[config.mk]
export PLATFORM = sky130hd
export DESIGN_NAME = ysyx_23060096_mc_ctrl
export DESIGN_NICKNAME = d
export VERILOG_FILES = /design/src/rtl/ysyx_23060096_mc_ctrl.sv
export SDC_FILE = /design/constraint.sdc
export NUM_CORES = 1
export LEC_CHECK = 0
export CORE_MARGIN = 5
export CORE_UTILIZATION = 31
export CTS_CLUSTER_DIAMETER = 60
export DETAILED_ROUTE_END_ITERATION = 16
export PLACE_DENSITY_LB_ADDON = 0.25
export RECOVER_POWER = 50
export SLEW_MARGIN = 20
export SYNTH_ARGS = -nofsm -noshare
export SYNTH_HDL_FRONTEND = slang
export SYNTH_SLANG_ARGS = --single-unit
[constraint.sdc]
create_clock -name clk -period 2.3 [get_ports clk]
set_input_delay 0.69 -clock clk [delete_from_list [all_inputs] [get_ports clk]]
set_output_delay 0.69 -clock clk [all_outputs]
set_load 0.01 [all_outputs]
[src/rtl/ysyx_23060096_mc_ctrl.sv]
// ysyx_23060096_mc_ctrl: multi-cycle RV32 control FSM; optional retired-instruction counter under `YSYX_23060096_INSTRET_EN
module ysyx_23060096_mc_ctrl (
  input  logic        clk,
  input  logic        rstn,
  input  logic [31:0] inst,
  input  logic        inst_valid,
  output logic        inst_ready,
  input  logic        br_taken,
  input  logic        mem_ack,
  output logic [31:0] ir,
  output logic [2:0]  ext_op,
  output logic        alu_a_sel,
  output logic        alu_b_sel,
  output logic        mem_req,
  output logic        mem_we,
  output logic        reg_we,
  output logic [1:0]  wb_sel,
  output logic        pc_we,
  output logic [1:0]  pc_sel,
  output logic        halted,
  output logic        halt_code,
  output logic [31:0] instret
);
  typedef enum logic [2:0] {S_IDLE, S_FETCH, S_DECODE, S_EXEC, S_MEM, S_WB, S_HALT} state_t;
  state_t      r_state;
  logic [31:0] r_ir;
  logic        r_halted;
  logic        r_halt_code;
  logic [6:0]  w_opc;
  logic        w_lui, w_auipc, w_jal, w_jalr, w_br, w_ld, w_st, w_opi, w_op;
  logic        w_ebreak, w_legal;
  logic        w_act, w_exec, w_mem, w_wb;
  assign w_opc    = r_ir[6:0];
  assign w_lui    = w_opc == 7'b0110111;
  assign w_auipc  = w_opc == 7'b0010111;
  assign w_jal    = w_opc == 7'b1101111;
  assign w_jalr   = w_opc == 7'b1100111;
  assign w_br     = w_opc == 7'b1100011;
  assign w_ld     = w_opc == 7'b0000011;
  assign w_st     = w_opc == 7'b0100011;
  assign w_opi    = w_opc == 7'b0010011;
  assign w_op     = w_opc == 7'b0110011;
  assign w_ebreak = r_ir == 32'h0010_0073;
  assign w_legal  = w_lui || w_auipc || w_jal || w_jalr || w_br || w_ld || w_st || w_opi || w_op;
  // sequence the instruction steps, latch the fetched word and record why we halted
  always_ff @(posedge clk or negedge rstn)
    if (!rstn) begin
      r_state     <= S_IDLE;
      r_ir        <= '0;
      r_halted    <= 1'b0;
      r_halt_code <= 1'b0;
    end else begin
      case (r_state)
        S_IDLE:   r_state <= S_FETCH;
        S_FETCH:  if (inst_valid) begin
          r_ir    <= inst;
          r_state <= S_DECODE;
        end
        S_DECODE: if (w_ebreak || !w_legal) begin
          r_state     <= S_HALT;
          r_halted    <= 1'b1;
          r_halt_code <= !w_ebreak;
        end else r_state <= S_EXEC;
        S_EXEC:   r_state <= w_br ? S_FETCH : (w_ld || w_st) ? S_MEM : S_WB;
        S_MEM:    if (mem_ack) r_state <= w_st ? S_FETCH : S_WB;
        S_WB:     r_state <= S_FETCH;
        S_HALT:   r_state <= S_HALT;
        default:  r_state <= S_IDLE;
      endcase
    end
  // branch resolution needs br_taken in the same cycle, so strobes decode combinationally from state and ir
  assign w_act      = r_state inside {S_DECODE, S_EXEC, S_MEM, S_WB};
  assign w_exec     = r_state == S_EXEC;
  assign w_mem      = r_state == S_MEM;
  assign w_wb       = r_state == S_WB;
  assign inst_ready = r_state == S_FETCH;
  assign ir         = r_ir;
  assign ext_op     = (w_lui || w_auipc) ? 3'b001 : w_jal ? 3'b100 : w_st ? 3'b010 : w_br ? 3'b011 : 3'b000;
  assign alu_a_sel  = w_act && (w_auipc || w_jal || w_br);
  assign alu_b_sel  = w_act && !(w_op || w_br);
  assign mem_req    = w_mem;
  assign mem_we     = w_mem && w_st;
  assign reg_we     = w_wb && (r_ir[11:7] != 5'd0);
  assign pc_we      = (w_exec && w_br) || (w_mem && mem_ack && w_st) || w_wb;
  assign pc_sel     = ((w_exec && w_br && br_taken) || (w_wb && w_jal)) ? 2'b01 : (w_wb && w_jalr) ? 2'b10 : 2'b00;
  assign wb_sel     = !w_wb ? 2'b00 : w_ld ? 2'b01 : (w_jal || w_jalr) ? 2'b10 : 2'b00;
  assign halted     = r_halted;
  assign halt_code  = r_halt_code;
`ifdef YSYX_23060096_INSTRET_EN
  logic [31:0] r_instret;
  // one count per pc_we pulse, wrapping naturally at 32 bits
  always_ff @(posedge clk or negedge rstn)
    if (!rstn) r_instret <= '0;
    else if (pc_we) r_instret <= r_instret + 32'd1;
  assign instret = r_instret;
`else
  assign instret = '0;
`endif
endmodule

==> impl_results.md, run 1 <==
- Outcome: finished, violations left
- Failing checks: negative setup slack
- Register area share after synthesis: 44.88%
- Worst-Skew Late Latency: 0.28 ns
- Clock Sinks: 37
- Pin count of the biggest net entering global routing: 38
- Initial antenna violation count: 0
- HP Class: reg2reg
- Yosys top cell by area: dfrtp_1
- R2R Path End: ir[0]$_DFFE_PN0P_
- Crit path max-delay family: simple AND/OR/NAND/NOR gates
- Static leakage: 0.001406 uW
- Starting Density: 32.13%
- Worst Hold Slack: 0.4735 ns
- Power Dens Cells: 1289 mW/mm2
- Via density: 4.576
- Horiz. Die Dim: 91.58 um
- CTS root buffer: clkbuf_8
- Max-slew headroom: 35.47%
- GR Util met1: 15.43%
- Initial DRC Count: 47
- Yosys warns: 0
- Ant diodes: 0
- Final ANT Viol Nets: 0
- Cell variety after synth: 38
- Share of the synthesized area in the top cell type: 44.88%
- Required time of the critical path: 1.61 ns
- Met2 GRT Util: 21.55%
- Worst setup EP type: output pin
- Max_cap viols: 0
- RSZ-0062 raised after global routing: yes
- Detailed-route wire length per cell: 14.99 um
- Main flop type after synthesis: dfrtp_1
- EDFF count, synth: 0
- Critical path peak fanout: 5
- Clock Skews: 0.003591 ns
- Drt drc: 0
- R2r setup slk: 0.08 ns
- Vias in the first global route: 1,746
- Met3 Usage GRT: 6.033%
- Critical-path cell list: nand3b_1 -> nor3_2 -> buf_4 -> nand2_2 -> a21oi_2 -> buf_2
- CTS tree: built
- Post-Layout Inst Area: 0.003194 mm2
- Achievable Freq: 421.2 MHz
- Nets: 336
- R2R cell count: 6
- Cell area after synthesis: 0.002063 mm2
- WP depth: 6
- WP data arrival: 1.68 ns
- Clk buf depth: 2
- Crit start category: flop
- Critical path class: reg2out
- WP buf/inv: 2
- Clock Pin Slew Worst Setup and Hold Paths: 0.08 ns
- Placed wire-length estimate: 4.088 mm
- DRT Wirelength: 5.653 mm
- Final-report hold violation count: 0
- Port buffer count: 84
- Final Cycle Share: 103.2%
- Length of the first detailed-routing pass in iterations: 4
- CP endpoint: pc_sel[0]
- Post-Place Setup Slack: -0.3428 ns
- Fill cell count: 613
- Die Area: 0.008387 mm2
- Gr usage total: 12.95%
- Global routing's busiest layer: met2
- Pins over their slew limit: 0
- Final worst setup slack: -0.07432 ns
- Vias: 1,725
- Clock H-tree levels: 2
- Hold-fix buffers at CTS: 0
- Synth async-reset ratio: 100.0%
- Die Y: 91.58 um
- Period minus WS final: 2.374 ns
- Setup violations, final: 4
- Post-DP Area: 0.003005 mm2
- CTS Buf Count: 5
- Synth Instances: 186
- RR Startpoint: r_state[2]$_DFFE_PN0P_
- Placer congestion estimate: 0.7775
- Synthesized flop and latch total: 37
- CP max-delay cell: dfrtp_1
- First-pass GRT wire length: 8.742 mm
- Gr ovfl total: 0
- Worst-Margin Slew: 0.9679 ns
- Core outline area: 0.006422 mm2
- Max rail drop VDD: 0.0005567 V
- Crit-path max cell delay: 0.42 ns
- Core Util, Final: 49.74%
- Layout cells sized above 1: 24.33%
- Area Overhead vs Synth: 54.82%
- Worst setup startpoint: ir[4]$_DFFE_PN0P_
- Row count: 29
- Synthesized area per cell: 11.09 um2
- Top cells by area, synth: dfrtp_1 (45%), mux2_1 (15%), buf_4 (12%)
- Top-level I/O count: 117
==> report_power, final <==
group          total [uW]  switching (uW)  internal [uW]
combinational        2300            1000           1300
sequential           1230             250            984
clock                 586             233            353
==> placed cells by master, fill, tap and decap left out, drive strengths merged, types with 3 or more instances in the layout <==
| master | count |
|---|---|
| mux2 | 32 |
| dlygate4sd2 | 4 |
| clkbuf | 11 |
| buf | 39 |
| nor2 | 10 |
| nor3 | 9 |
| a21oi | 5 |
| dfrtp | 37 |
| or3 | 3 |
| nand2 | 7 |
| nand2b | 3 |
| clkdlybuf4s50 | 68 |
| conb | 32 |
| nor4 | 4 |
==> cell type report <==
cell class              instances  area (um2)  share of cell area (%)
repair buffers                117        1037                   32.47
inverters                       2       7.507                  0.2350
flip-flops and latches         37       925.9                   28.99
clock inverters                 2       37.54                   1.175
well taps                      77       96.34                   3.016
multi-input cells             136        1007                   31.53
clock buffers                   6       82.58                   2.585
==> cell families after synthesis <==
| family | count (synthesis) | share of synthesized area, % |
|---|---|---|
| and+or+nand+nor | 50 | 14.13 |
| buffers and inverters | 44 | 15.65 |
| DFF | 37 | 44.88 |
| muxes | 32 | 17.46 |
| AOI/OAI and AO/OA | 19 | 6.428 |
| xor gates and xnor gates | 3 | 1.274 |
| other | 1 | 0.1818 |
==> layer usage <==
| metal | up-vias | wire, um |
|---|---|---|
| li1 | 809 | - |
| met1 | 820 | 2293 |
| met2 | 92 | 2698 |
| met3 | 4 | 635 |
| met4 | 0 | 26 |
| met5 | - | 0 |
==> through the flow <==
stage,setup TNS (ns),std cells,power [uW]
global placement,-0.9625,362,3451
finish,-0.1153,377,4119
CTS,-0.5641,374,4117
global route,-3.231,377,4409
detailed placement,-1.296,362,3471
floorplan,0,217,2292
==> worst reg2reg max path, stage by stage, from the launching register on <==
cell and delay, ns:
dfrtp_1 0.39, buf_4 0.17, nand2b_1 0.18, nor2_1 0.11
and2_2 0.15, clkbuf_2 0.68, mux2_2 0.42
==> sequential cells by signal, summed over array words and instances, names as in the netlist <==
signal / cells
ir: 32
halt_code: 1
r_state: 3
halted: 1
==> how the worst min path moves through the flow <==
stage | from | end | slack (ns) | cells past startpoint
CTS | rstn | ir[26]$_DFFE_PN0P_ | 0.45 | 2
global placement | halted$_DFFE_PN0P_ | halted$_DFFE_PN0P_ | 0.46 | 1
finish | halted$_DFFE_PN0P_ | halted$_DFFE_PN0P_ | 0.47 | 1
global route | halted$_DFFE_PN0P_ | halted$_DFFE_PN0P_ | 0.49 | 1
floorplan | rstn | halt_code$_DFFE_PN0P_ | 0.39 | 0
detailed placement | halted$_DFFE_PN0P_ | halted$_DFFE_PN0P_ | 0.46 | 1
==> timing repair <==
item	in CTS	in global routing
setup endpoints to repair	14	10
setup buffers	4	3
pin swaps	1	8
resized for setup	44	20
==> cell usage after synthesis (2+ instances only) <==
library cell  instances
a21o_1                2
a21oi_1               5
buf_2                 3
buf_4                33
buf_6                 4
clkbuf_1              2
dfrtp_1              37
inv_1                 2
mux2_1               28
mux2_2                4
nand2_1               7
nand2b_1              3
nand3_1               2
nand3b_1              2
nand4_1               2
nor2_1               10
nor2b_1               2
nor3_1                9
nor4_1                4
o21a_1                2
o31ai_1               2
o32a_1                2
or3_1                 3
xnor2_1               2
Power figures use the tool's default switching activity.
==> run 2, diff against run 1 <==
--- a/config.mk
+++ b/config.mk
@@ -11,7 +11,6 @@
 export DETAILED_ROUTE_END_ITERATION = 16
 export PLACE_DENSITY_LB_ADDON = 0.25
 export RECOVER_POWER = 50
-export SLEW_MARGIN = 20
 export SYNTH_ARGS = -nofsm -noshare
 export SYNTH_HDL_FRONTEND = slang
 export SYNTH_SLANG_ARGS = --single-unit
==> results of run 2 <==
The final DEF is identical to that of run 1; final timing and power are the same.
